`config.mk`:
```
export PLATFORM = sky130hd
export DESIGN_NAME = alu_cntrl_vec_recorder
export DESIGN_NICKNAME = d
export VERILOG_FILES = /design/src/rtl/alu_cntrl_vec_recorder.sv
export SDC_FILE = /design/constraint.sdc
export NUM_CORES = 1
export LEC_CHECK = 0
export BUFFER_PORTS_ARGS = -buffer_cell sky130_fd_sc_hd__buf_4
export CAP_MARGIN = 10
export CORE_AREA = 4 4 326 296
export CTS_BUF_LIST = sky130_fd_sc_hd__clkbuf_4 sky130_fd_sc_hd__clkbuf_8 sky130_fd_sc_hd__clkbuf_16
export DETAILED_ROUTE_END_ITERATION = 16
export DIE_AREA = 0 0 330 300
export SYNTH_ARGS = -nofsm -noshare
export SYNTH_HDL_FRONTEND = slang
export SYNTH_SLANG_ARGS = --single-unit
```
`constraint.sdc`:
```
create_clock -name clk -period 2.93 [get_ports clk]
set_clock_uncertainty 0.15 [all_clocks]
set_input_delay 0.4395 -clock clk [delete_from_list [all_inputs] [get_ports clk]]
set_output_delay 0.4395 -clock clk [all_outputs]
set_load 0.05 [all_outputs]
```
`src/rtl/alu_cntrl_vec_recorder.sv`:
```
// Golden-vector recorder for the ALU control path: captures packed control tuples
// into a small register array, then replays them in capture order over valid/ready.
module alu_cntrl_vec_recorder #(
    parameter int DEPTH = 39,
    parameter int CW    = 6
) (
    input  logic          clk,
    input  logic          rst_n,
    input  logic          start,
    input  logic          stop,
    input  logic          in_valid,
    input  logic [4:0]    in_opCode,
    input  logic [1:0]    in_funct,
    input  logic [2:0]    in_aluOp,
    input  logic          in_invA,
    input  logic          in_invB,
    input  logic          in_Cin,
    input  logic          in_sign,
    output logic          in_ready,
    output logic          out_valid,
    output logic [13:0]   out_vec,
    input  logic          out_ready,
    output logic [CW-1:0] count,
    output logic          done
);

    typedef enum logic [1:0] {IDLE, REC, DUMP, DONE} state_e;

    localparam logic [CW-1:0] DEPTH_C = CW'(DEPTH);
    localparam logic [CW-1:0] ONE     = CW'(1);

    state_e        state_q, state_d;
    logic [CW-1:0] wr_ptr_q, wr_ptr_d;
    logic [CW-1:0] rd_ptr_q, rd_ptr_d;
    logic [CW-1:0] count_q, count_d;
    logic [13:0]   mem [DEPTH];
    logic [13:0]   in_word;
    logic [CW-1:0] rd_idx;
    logic          wr_en;
    logic          xfer;

    assign in_word = {in_opCode, in_funct, in_aluOp, in_invA, in_invB, in_Cin, in_sign};

    // start outranks every other request, so it also suppresses writes and transfers.
    assign wr_en = in_valid & in_ready & ~start;
    assign xfer  = out_valid & out_ready & ~start;

    // NOTE: sequential state uses non-blocking assignments so every flop samples pre-edge values.
    always_ff @(posedge clk or negedge rst_n) begin
        if (!rst_n) begin
            state_q  <= IDLE;
            wr_ptr_q <= '0;
            rd_ptr_q <= '0;
            count_q  <= '0;
        end else begin
            state_q  <= state_d;
            wr_ptr_q <= wr_ptr_d;
            rd_ptr_q <= rd_ptr_d;
            count_q  <= count_d;
        end
    end

    // NOTE: every comb output gets a default first, so no path can infer a latch.
    always_comb begin
        state_d  = state_q;
        wr_ptr_d = wr_ptr_q;
        rd_ptr_d = rd_ptr_q;
        count_d  = count_q;
        if (start) begin
            state_d  = REC;
            wr_ptr_d = '0;
            rd_ptr_d = '0;
            count_d  = '0;
        end else begin
            case (state_q)
                REC: begin
                    if (wr_en) begin
                        wr_ptr_d = wr_ptr_q + ONE;
                        count_d  = count_q + ONE;
                    end
                    if (wr_en && (count_q + ONE == DEPTH_C)) begin
                        state_d = DUMP;
                    end else if (stop) begin
                        state_d = (wr_en || count_q != '0) ? DUMP : DONE;
                    end
                end
                DUMP: begin
                    if (xfer) begin
                        rd_ptr_d = rd_ptr_q + ONE;
                        if (rd_ptr_q + ONE == count_q) state_d = DONE;
                    end
                end
                default: ;
            endcase
        end
    end

    always_comb begin
        in_ready  = 1'b0;
        out_valid = 1'b0;
        done      = 1'b0;
        case (state_q)
            REC:     in_ready  = (count_q < DEPTH_C);
            DUMP:    out_valid = (rd_ptr_q < count_q);
            DONE:    done      = 1'b1;
            default: ;
        endcase
    end

    // NOTE: the vector array is deliberately not reset; count bounds which entries are meaningful.
    always_ff @(posedge clk) begin
        if (wr_en) mem[wr_ptr_q] <= in_word;
    end

    // rd_ptr reaches DEPTH after a full dump; clamp so the read never leaves the array.
    assign rd_idx  = (rd_ptr_q < DEPTH_C) ? rd_ptr_q : '0;
    assign out_vec = mem[rd_idx];
    assign count   = count_q;

endmodule

```
# Word-level counts from Yosys, hierarchy flattened
# Memory sizes are Yosys's and may differ from the RTL's.
# Index checks and enable logic that the tools add are counted.
dict set report word_totals {
  regBits 20
  ram_bits 546
  input_bits 20
  out_inout_bits 23
  mem_count 1
}
# memory depth width rd rd_ports_with_merged_regs write_ports line_no
set memory_table {}
lappend memory_table {mem 39 14 1 0 1 36} ;# logic [13:0] mem [DEPTH];
dict set report classes {
  add_sub_neg 3
  n_lt_le_gt_ge 3
  n_eq_ne 8
  mux 22
  n_bitwise 5
  reduce_logical 11
}
# op count
set op_table {}
lappend op_table {{$mux 6} 10}
lappend op_table {{$add 6x1->6 const B} 3}
lappend op_table {{$lt 6x6->1 const B} 2}
lappend op_table {{$mux 2} 5}
lappend op_table {{$reduce_bool 2->1} 4}
lappend op_table {{$eq 6x6->1} 1}
lappend op_table {{$eq 6x6->1 const B} 1}
lappend op_table {{$lt 6x6->1} 1}
lappend op_table {{$mux 1} 6}
lappend op_table {{$ne 3x3->1 const B} 2}
lappend op_table {{$reduce_bool 6->1} 1}
lappend op_table {{$and 1x1->1} 4}
lappend op_table {{$eq 2x2->1 const B} 2}
lappend op_table {{$ne 4x4->1 const B} 1}
lappend op_table {{$pmux 2 s2} 1}
lappend op_table {{$reduce_and 2->1} 2}
lappend op_table {{$reduce_and 4->1} 1}
lappend op_table {{$reduce_bool 3->1} 1}
lappend op_table {{$eq 2x1->1 const B} 1}
lappend op_table {{$logic_and 1x1->1} 1}
lappend op_table {{$logic_or 1x1->1} 1}
lappend op_table {{$not 1->1} 1}

# Logic depth before layout (Yosys ltp)
dict set report logic_depth {
  depth_word 10
  ltp_mapped 11
}

# Worst setup path before layout
# Ideal clock, no wire load.
dict set report synth_timing {
  path_kind {register to output}
  startpoint {reg rd_ptr_q[0]}
  endpoint {out out_valid}
  t_arrival_ns 4.469
  required_ns 2.341
  setup_slack_ns -2.129
  path_stages_with_launch 11
  n_path_buf 3
  path_cell_list {dfrtp_1 > clkinv_1 > clkbuf_1 > clkbuf_1 > ha_1 > nor2b_1 > o21a_1 > o21a_1 > o211a_1 > clkbuf_1 > a2111oi_0}
}
dict set report synth_via {
  elab_chain_len 2
}
# element line_no
set synth_rtl {}
lappend synth_rtl {{from (decl)} 34} ;# logic [CW-1:0] rd_ptr_q, rd_ptr_d;
lappend synth_rtl {{from (signal assigned)} 58} ;# rd_ptr_q <= rd_ptr_d;
lappend synth_rtl {{$lt 6x6->1} 104} ;# DUMP: out_valid = (rd_ptr_q < count_q);
lappend synth_rtl {{$mux 1} 102} ;# case (state_q)
lappend synth_rtl {{to (decl)} 20} ;# output logic out_valid,
# No other way between the ends.

# Worst setup path after layout
dict set report layout_timing {
  startpoint {reg rd_ptr_q[0]}
  endpoint {out out_vec[5]}
}
dict set report layout_via {
  elab_chain_len 3
}
# element line_no
set layout_rtl {}
lappend layout_rtl {{$lt 6x6->1} 116} ;# assign rd_idx = (rd_ptr_q < DEPTH_C) ? rd_ptr_q : '0;
lappend layout_rtl {{$mux 6 (*)} 116}
lappend layout_rtl {{$mem_v2 39x14 (*)} -}
lappend layout_rtl {{to (decl)} 21} ;# output logic [13:0] out_vec,
# Every way passes the cells marked *; elsewhere a longest branch is shown, timed or not.

==> reports/qor.csv <==
metric,value,unit
aggregate routed wire length,66100,um
Via density,4.80,
Design Power,17500,uW
Worst EP required,2.34,ns
first-pass GRT wire length,97000,um
CTS HTree Levels,2,
Clock Sink Count,566,
Seq pwr share,51.3,%
Post-Syn Area,23100,um^2
Critical Path End Type,primary output,
via count,14500,
total CTS buffers,57,
Critical Path End,out_vec[5],
Yosys reg bits,566,
most frequent cells in the layout,"546 x edfxtp_1, 183 x buf_4, 177 x nand2_1, 59 x mux2i_1, 58 x clkbuf_16",
Post-synth EDFFs,546,
Core Footprint,92700,um^2
Worst-Margin Slew,0.717,ns
Setup crit start,rd_ptr_q[0],
Reg2Reg Depth,13,
NumNets Final,1768,
Global Route Usage Sum,13.0,%
DRT iter0 DRCs,1341,
Die X,330,um
Combinational Power Share,6.6,%
pwr dens,592,nW/um^2
CP Launch Type,register,
layout cells sized above 1,31.0,%
max-cap violations,0,
starting density of the core,24.9,%
clock tree buffer depth,3,
Syn Area/Cell,15.2,um^2
Critical Path Fanout Max,13,
synth unique cells,65,
Worst Hold Class,in2reg,
Clock power frac,42.1,%
final hold violations,0,
GP Congestion,0.853,
worst endpoint data arrival time,3.30,ns
num rows,106,
input/output buffers,42,
"commonest non-fill, non-tap cell in the layout",edfxtp_1,
setup repair after global routing missed its margin,true,
sw frac,21.8,%
root buf cell,clkbuf_16,
Post-synth top flop,edfxtp_1,
Leak,0.00943,uW
worst skew pair latency,0.61,ns
fin worst setup slack,-0.956,ns
Worst-path clk slew,0.06,ns
DRT Pass-1 Iters,5,
Crit Path Class,reg2out,
# setup viols final,15,
DIE HEIGHT,300,um
cell count after synthesis,1524,
largest net degree at the start of global routing,50,
CTS tree,yes,
I/O Pins,43,
DRC,0,
P_int,13700,uW
worst reg-to-reg setup slack,0.08,ns
Slew HR,52.1,%
die area,99000,um^2
Final Max Slew Viols,0,
failing checks,setup timing,
WL/cell,21.8,um
r2r endpoint,rd_ptr_q[3],
fmax,257,MHz
Net Sw Power,3810,uW
period utilization,133,%
Final ANT Viol Nets,0,
Post-DP HPWL,41800,um
dpl ws,-0.726,ns
multi-input logic area,6410,um^2
# fillers,9000,
"Seq/Total Area, Yosys",73.1,%
maximum VDD drop,0.695,mV
Register Area,16900,um^2
vias in the first global route,14500,
P&R area growth vs syn,27.7,%
outcome,finished with violations,
Reg2Reg Launch Point,rd_ptr_q[0],
initial antenna violation count,5,
"FFs w/ async S/R, synth",3.53,%
YS warnings,0,
syn_nets,1555,
fin crit period,3.89,ns
grt ovf,0,
## power by group through the flow
| stage | sequential, uW | combinational [uW] | clock, uW |
|---|---|---|---|
| 3_5_place_dp | 9140 | 1020 | 0 |
| 4_1_cts | 8970 | 1110 | 7510 |
| 2_1_floorplan | 9150 | 522 | 0 |
| 6_report | 8970 | 1150 | 7350 |
| 3_3_place_gp | 9130 | 995 | 0 |
| 5_1_grt | 8970 | 1220 | 7850 |
## repair_timing
action / 4_1_cts / 5_1_grt
gates cloned: 3 / 2
hold buffers: 2 / 0
gates resized for setup: 85 / 40
hold endpoints to repair: 26 / 0
pin swaps: 39 / 18
setup endpoints to repair: 18 / 24
setup buffers: 9 / 8
## worst min path at each step
stage                from          end  slack, ns  cells past startpoint
global route         stop   state_q[1]       0.07                      5
global placement    rst_n  wr_ptr_q[3]       0.19                      1
finish               stop   state_q[1]       0.06                      5
CTS                  stop   state_q[1]      0.001                      5
detailed placement  rst_n  wr_ptr_q[4]       0.19                      1
floorplan           rst_n     count[0]     -0.006                      0
## worst max-delay path, stage by stage (launching register included)
cell and delay, ns:
dfrtp_4 0.49, ha_4 0.19, a211o_4 0.39, a22o_4 0.28, buf_12 0.16, a221oi_4 0.30
a22oi_2 0.11, a211oi_4 0.36, buf_4 0.18, nor3_2 0.04, buf_6 0.16
## through the flow
stage	TNS, ns	utilization (%)	instances	cell area (um^2)	hold WS, ns
6_report	-13.21	31.8	3029	29500	0.0591
5_1_grt	-14.98	31.8	3027	29500	0.0687
4_1_cts	-13.77	31.6	3019	29300	0.00124
3_5_place_dp	-8.82	28.8	2898	26700	0.194
3_3_place_gp	-9.11	28.8	2898	26700	0.190
2_1_floorplan	-109.90	-	1524	23400	-0.00609
## cell families (layout without fill, tap and decap cells)
| logic type | count (synthesis) | in the layout | share of synthesized area (%) |
|---|---|---|---|
| DFF | 566 | 566 | 73.1 |
| and+or+nand+nor | 379 | 379 | 7.25 |
| AOI/OAI and AO/OA | 316 | 316 | 10.6 |
| muxes | 118 | 118 | 5.48 |
| buffers and inverters | 117 | 378 | 2.32 |
| xor gates and xnor gates | 17 | 17 | 0.645 |
| adders and majority gates | 11 | 11 | 0.596 |
| other | 0 | 2 | 0 |
## registers in the layout, indices dropped and copies added, names as in the netlist
signal	flops
count	6
rd_ptr_q	6
mem	546
state_q	2
wr_ptr_q	6
## metal layers
layer | GRT usage [%] | share of wire, % | vias up
met5 | 0 | 0.039 | -
met4 | 3.55 | 2.4 | 4
met3 | 3.03 | 7.5 | 101
met2 | 21.4 | 48 | 517
met1 | 17.4 | 42 | 7447
li1 | - | - | 6472
## area by class of cell
class / instances / area share [%]
Multi-Input combinational cell: 841 / 21.7
Sequential cell: 566 / 57.3
Antenna cell: 2 / 0.0170
Timing Repair Buffer: 258 / 9.04
Inverter: 13 / 0.220
Clock inverter: 36 / 1.25
Clock buffer: 71 / 5.19
Tap cell: 1242 / 5.27
## synth_stat cells, types with 15 or more instances
library cell	number	area share [%]
a211oi_1	27	0.88
a21oi_1	42	0.91
a22oi_1	27	0.88
a31oi_1	15	0.41
a32oi_1	26	0.99
buf_2	38	0.82
clkbuf_1	51	0.83
dfrtp_1	20	2.2
edfxtp_1	546	71
mux2_2	57	2.8
mux2i_1	59	2.6
nand2_1	178	2.9
nand3_1	53	1.1
nor2_1	64	1.0
nor2b_1	19	0.51
nor3_1	33	0.71
o2111ai_1	15	0.57
o211ai_1	15	0.49
o21ai_0	22	0.48
o221ai_1	40	1.5
o22ai_1	16	0.43
Power figures use the tool's default switching activity.
